### src/rtl/load_store_unit_pkg.sv
// Shared types and decode helpers for the load/store unit.
package riscv_lsu_pkg;

  localparam logic [2:0] F3_B  = 3'b000;
  localparam logic [2:0] F3_H  = 3'b001;
  localparam logic [2:0] F3_W  = 3'b010;
  localparam logic [2:0] F3_BU = 3'b100;
  localparam logic [2:0] F3_HU = 3'b101;

  typedef enum logic {IDLE, BUS} lsu_state_t;

  typedef enum logic [1:0] {
    ERR_NONE     = 2'd0,
    ERR_MISALIGN = 2'd1,
    ERR_ILLEGAL  = 2'd2,
    ERR_TIMEOUT  = 2'd3
  } err_cause_t;

  function automatic logic f3_legal(input logic we, input logic [2:0] f3);
    if (we) return (f3 == F3_B) || (f3 == F3_H) || (f3 == F3_W);
    return (f3 == F3_B) || (f3 == F3_H) || (f3 == F3_W) || (f3 == F3_BU) || (f3 == F3_HU);
  endfunction

  function automatic logic addr_misaligned(input logic [2:0] f3, input logic [1:0] offset);
    case (f3)
      F3_H, F3_HU: return offset[0];
      F3_W:        return offset != 2'b00;
      default:     return 1'b0;
    endcase
  endfunction

endpackage

### src/rtl/lsu_load_align.sv
// Extracts and extends the addressed byte/half/word from a 32-bit bus read.
module lsu_load_align
  import riscv_lsu_pkg::*;
(
  input  logic [31:0] rdata,
  input  logic [1:0]  offset,
  input  logic [2:0]  funct3,
  output logic [31:0] result
);

  logic [31:0] shifted;

  always_comb begin
    shifted = rdata >> {offset, 3'b000};
    case (funct3)
      F3_B:    result = {{24{shifted[7]}}, shifted[7:0]};
      F3_BU:   result = {24'd0, shifted[7:0]};
      F3_H:    result = {{16{shifted[15]}}, shifted[15:0]};
      F3_HU:   result = {16'd0, shifted[15:0]};
      F3_W:    result = rdata;
      default: result = '0;
    endcase
  end

endmodule

### src/rtl/load_store_unit.sv
// Memory-stage load/store unit: one outstanding data-bus access, load formatting,
// and misalign/illegal/timeout error reporting.
module load_store_unit
  import riscv_lsu_pkg::*;
#(
  parameter int TIMEOUT = 16,
  parameter int XLEN    = 32
) (
  input  logic            clk,
  input  logic            rst,
  input  logic            req_valid,
  output logic            req_ready,
  input  logic            req_we,
  input  logic [2:0]      req_funct3,
  input  logic [XLEN-1:0] req_addr,
  input  logic [XLEN-1:0] req_wdata,
  output logic            dbus_req,
  output logic            dbus_we,
  output logic [XLEN-1:0] dbus_addr,
  output logic [3:0]      dbus_be,
  output logic [XLEN-1:0] dbus_wdata,
  input  logic            dbus_ack,
  input  logic [XLEN-1:0] dbus_rdata,
  output logic            rsp_valid,
  output logic [XLEN-1:0] rsp_data,
  output logic            err_valid,
  output logic [1:0]      err_cause
);

  localparam int CW = (TIMEOUT > 1) ? $clog2(TIMEOUT) : 1;

  lsu_state_t      state_reg, state_next;
  logic [CW-1:0]   cnt_reg, cnt_next;
  logic [2:0]      f3_reg, f3_next;
  logic [1:0]      off_reg, off_next;
  logic            req_next, we_next, rsp_valid_next, err_valid_next;
  logic [3:0]      be_next;
  logic [XLEN-1:0] addr_next, wdata_next, rsp_data_next, load_result;
  err_cause_t      cause_next;
  logic            timeout_hit;

  lsu_load_align u_align (
    .rdata  (dbus_rdata),
    .offset (off_reg),
    .funct3 (f3_reg),
    .result (load_result)
  );

  // TIMEOUT of 0 never fires; the counter simply wraps.
  assign timeout_hit = (TIMEOUT > 0) && (int'(cnt_reg) == TIMEOUT - 1);
  assign req_ready   = (state_reg == IDLE);

  always_comb begin
    state_next     = state_reg;
    cnt_next       = cnt_reg;
    f3_next        = f3_reg;
    off_next       = off_reg;
    req_next       = dbus_req;
    we_next        = dbus_we;
    addr_next      = dbus_addr;
    be_next        = dbus_be;
    wdata_next     = dbus_wdata;
    rsp_valid_next = 1'b0;
    rsp_data_next  = rsp_data;
    err_valid_next = 1'b0;
    cause_next     = err_cause_t'(err_cause);
    case (state_reg)
      IDLE: begin
        if (req_valid) begin
          if (!f3_legal(req_we, req_funct3)) begin
            err_valid_next = 1'b1;
            cause_next     = ERR_ILLEGAL;
          end else if (addr_misaligned(req_funct3, req_addr[1:0])) begin
            err_valid_next = 1'b1;
            cause_next     = ERR_MISALIGN;
          end else begin
            state_next = BUS;
            cnt_next   = '0;
            f3_next    = req_funct3;
            off_next   = req_addr[1:0];
            req_next   = 1'b1;
            we_next    = req_we;
            addr_next  = {req_addr[XLEN-1:2], 2'b00};
            // Loads also get size-accurate byte enables.
            case (req_funct3[1:0])
              2'b00: begin
                be_next    = 4'b0001 << req_addr[1:0];
                wdata_next = {4{req_wdata[7:0]}};
              end
              2'b01: begin
                be_next    = req_addr[1] ? 4'b1100 : 4'b0011;
                wdata_next = {2{req_wdata[15:0]}};
              end
              default: begin
                be_next    = 4'b1111;
                wdata_next = req_wdata;
              end
            endcase
          end
        end
      end
      BUS: begin
        if (dbus_ack) begin
          state_next     = IDLE;
          req_next       = 1'b0;
          rsp_valid_next = 1'b1;
          rsp_data_next  = dbus_we ? '0 : load_result;
        end else if (timeout_hit) begin
          state_next     = IDLE;
          req_next       = 1'b0;
          err_valid_next = 1'b1;
          cause_next     = ERR_TIMEOUT;
        end else begin
          cnt_next = cnt_reg + 1'b1;
        end
      end
      default: state_next = IDLE;
    endcase
  end

  always_ff @(posedge clk or posedge rst) begin
    if (rst) begin
      state_reg  <= IDLE;
      cnt_reg    <= '0;
      f3_reg     <= '0;
      off_reg    <= '0;
      dbus_req   <= 1'b0;
      dbus_we    <= 1'b0;
      dbus_addr  <= '0;
      dbus_be    <= '0;
      dbus_wdata <= '0;
      rsp_valid  <= 1'b0;
      rsp_data   <= '0;
      err_valid  <= 1'b0;
      err_cause  <= '0;
    end else begin
      state_reg  <= state_next;
      cnt_reg    <= cnt_next;
      f3_reg     <= f3_next;
      off_reg    <= off_next;
      dbus_req   <= req_next;
      dbus_we    <= we_next;
      dbus_addr  <= addr_next;
      dbus_be    <= be_next;
      dbus_wdata <= wdata_next;
      rsp_valid  <= rsp_valid_next;
      rsp_data   <= rsp_data_next;
      err_valid  <= err_valid_next;
      err_cause  <= cause_next;
    end
  end

endmodule

### config.mk
export PLATFORM = sky130hd
export DESIGN_NAME = load_store_unit
export DESIGN_NICKNAME = d
export VERILOG_FILES = /design/src/rtl/load_store_unit_pkg.sv /design/src/rtl/lsu_load_align.sv /design/src/rtl/load_store_unit.sv
export SDC_FILE = /design/constraint.sdc
export NUM_CORES = 1
export LEC_CHECK = 0
export BUFFER_PORTS_ARGS = -buffer_cell sky130_fd_sc_hd__buf_2
export CORE_MARGIN = 10
export CORE_UTILIZATION = 33
export DETAILED_ROUTE_END_ITERATION = 8
export SLEW_MARGIN = 25
export SYNTH_ARGS = -nofsm -noshare
export SYNTH_HDL_FRONTEND = slang
export SYNTH_SLANG_ARGS = --single-unit
### constraint.sdc
create_clock -name clk -period 7.1 [get_ports clk]
set_input_delay 0.71 -clock clk [delete_from_list [all_inputs] [get_ports clk]]
set_output_delay 0.71 -clock clk [all_outputs]
set_load 0.01 [all_outputs]
==> results.toml <==
[finish]
finalNetCount = 763
top_registers = "dbus_wdata (32), rsp_data (32), dbus_addr (30)"
layout.filler_cells = 1513
antenna-diode-count = 0
register_area_um2 = 2850
fin_util_pct = 44.7
area.growth.synth_to_final_pct = 33.1
area_taken_by_multi_input_logic_gates_um2 = 2250
layout-drive-gt1-share_pct = 41.0

[setup_path]
timing.setup.critical_path_class = "in -> reg"
crit_fanout = 82
critical_path_buf_inv_count = 2
timing.critical_path.to_type = "flip-flop"
required_ns = 7.40
critical_path.slowest_cell = "buf_4"
cp_data_arrival_time_ns = 3.09
crit_path_cell_trace = "buf_2, a221oi_2, o21ai_4, buf_4, mux2_2"
r2r-start = "off_reg[1]"
startpoint_type = "input port"
path_delay_family = "buffers and inverters"
crit_path_max_incr_delay_ns = 0.74
critical_path.startpoint = "req_funct3[1]"

[floorplan]
row_count = 46
dieHeight_um = 147
die_width_um = 147
initial_utilization_pct = 33.6
design.portCount = 211
die_area_um2 = 21600
floorplan.core_area_um2 = 15800

[yosys]
ys.flop_type = "dfrtp_1"
synth_area_per_cell_um2 = 11.5
post_synth_most_frequent_cells = "114 x dfrtp_1, 57 x nand2_1, 47 x o21ai_0"
ys_seq_elements = 114
yosys.cell_count.top_type = "dfrtp_1"
yosys.area.top_type_share_pct = 53.7
post_synth_cell_types = 43
synthesis.instances = 462
ys_seq_area_share_pct = 53.7
netlist_area_um2 = 5310
post_synth_arst_share_pct = 100
synthesis_warnings = 0
yosys-top-cells-area = "dfrtp_1 54%, mux2i_1 7.5%, mux2_1 6.8%"
synth_edf_count = 0
netlist.top_cell.by_area = "dfrtp_1"

[clock_network]
clkSinkCount = 114
htreeDepth = 4
clk_pin_slew_ns = 0.05
cts_root_buf = "clkbuf_16"
worst_skew_pair.late_latency_ns = 0.41
cts-hold-fix-buffers = 0
cts_buffers = 17
cts_setup_buffers = 0
post_cts.resized_instances = 0
clock_path_buffers = 2
cts_tree = "done"

[route]
routed_wire_length_per_instance_um = 18.4
drc = 0
drt-total-wl_mm = 16.4
route.vias.total = 4398
dr.first_iter.drc_count = 224
drtAntennaViolNets = 0
firstDrtPassIters = 4
vias_per_cell = 4.96

[timing]
final_critical_path_share_of_the_clock_period_pct = 39.4
timing.setup.tns_ns = 0
hold_viol_final = 0
finalCriticalPeriod_ns = 2.80
grt_setup_unrepaired = "false"
finalMaxSlewViolations = 0
fin_worst_skew_ns = 0.00739
maxSlewHeadroom_pct = 29.8
setup_failing_eps_final = 0
timing.fmax_mhz = 358
worst-slew-pin-transition_ns = 1.05

[worst_hold_path]
hold_path.class = "in -> async"

[outcome]
run_status = "finished clean"

[placement]
place.port_buffers = 208
gp_congestion = 0.811
detailedPlacementHpwl_mm = 12.3

[grt]
globalRoute.totalOverflow = 0
track_usage_pct = 15.1
wire_length_of_the_first_global_routing_pass_mm = 26.2
number_of_antenna_violations_at_the_first_check_in_global_routing = 1
grt_pass1_vias = 4736
pin_count_of_the_biggest_net_entering_global_routing = 83

[power_and_ir_drop]
power-per-cell-area_nw_per_um2 = 354
vdd_drop_max_v = 0.000165
total_leakage_power_uw = 0.00351

[run]
max_cap_violations = 0
-- stage by stage --
step           total power (µW)  worst slack (ns)  instances  cell area [µm²]  hold WS, ns
6_report                   2500              4.30        887             7070        0.402
5_1_grt                    2650              4.06        887             7070        0.479
4_1_cts                    2540              4.27        887             7070        0.436
3_5_place_dp               1660              3.82        855             6470        0.467
3_3_place_gp               1640              3.90        855             6470        0.460
2_1_floorplan              1340              3.37        463             5320        0.467
-- cell usage in the layout, fill, tap and decap left out, drive strengths merged, types with 3 or more instances in the layout --
master	count
mux2	51
dfrtp	114
clkinvlp	3
clkbuf	18
o21ai	48
a221o	24
nor2b	3
a22o	8
buf	211
nand2	58
mux2i	40
a21oi	24
clkinv	8
inv	7
bufinv	3
nor2	20
nand2b	6
-- worst register-to-register path, delay by kind of cell (launching register included) --
family | cells | cell delay (ns)
DFF | 1 | 1.03
muxes | 1 | 0.62
AOI/OAI and AO/OA | 2 | 0.48
buffers and inverters | 1 | 0.19
and+or+nand+nor | 1 | 0.08
-- kinds of logic after synthesis --
kind of cell / synth area share (%)
other: 0.0706
buffers and inverters: 4.29
and+or+nand+nor: 8.53
adders and majority gates: 0.236
DFF: 53.7
muxes: 19.2
AOI/OAI and AO/OA: 14.0
-- path summary, 6_finish.rpt --
path                                  end  slack (ns)  cells past startpoint
setup / recovery            dbus_wdata[0]        4.30                      5
hold / removal              dbus_addr[17]        0.40                      2
setup reg to reg             rsp_data[29]        4.60                      5
hold reg to reg            dbus_wdata[28]        0.47                      2
max in group asynchronous  dbus_wdata[14]        5.43                      3
min in group clk           dbus_wdata[28]        0.47                      2
-- metal layers --
metal | global-route usage [%] | vias up | wire [µm]
met3 | 7.83 | 19 | 1840
met2 | 23.4 | 196 | 7410
met5 | 0 | - | 13
met4 | 4.80 | 2 | 195
li1 | - | 2052 | -
met1 | 17.8 | 2129 | 6900
-- layout make-up --
type / count / area share [%]
sequential: 114 / 40.3
clock buffer: 18 / 6.21
multi-input combinational: 307 / 31.9
timing repair buffer: 211 / 15.0
tap: 216 / 3.82
inverter: 7 / 0.407
clock inverter: 14 / 2.32
-- report_power, final --
group / internal (µW) / switching [µW]
combinational: 317 / 338
sequential: 837 / 144
clock: 558 / 310
total: 1710 / 792
Power figures use the tool's default switching activity.
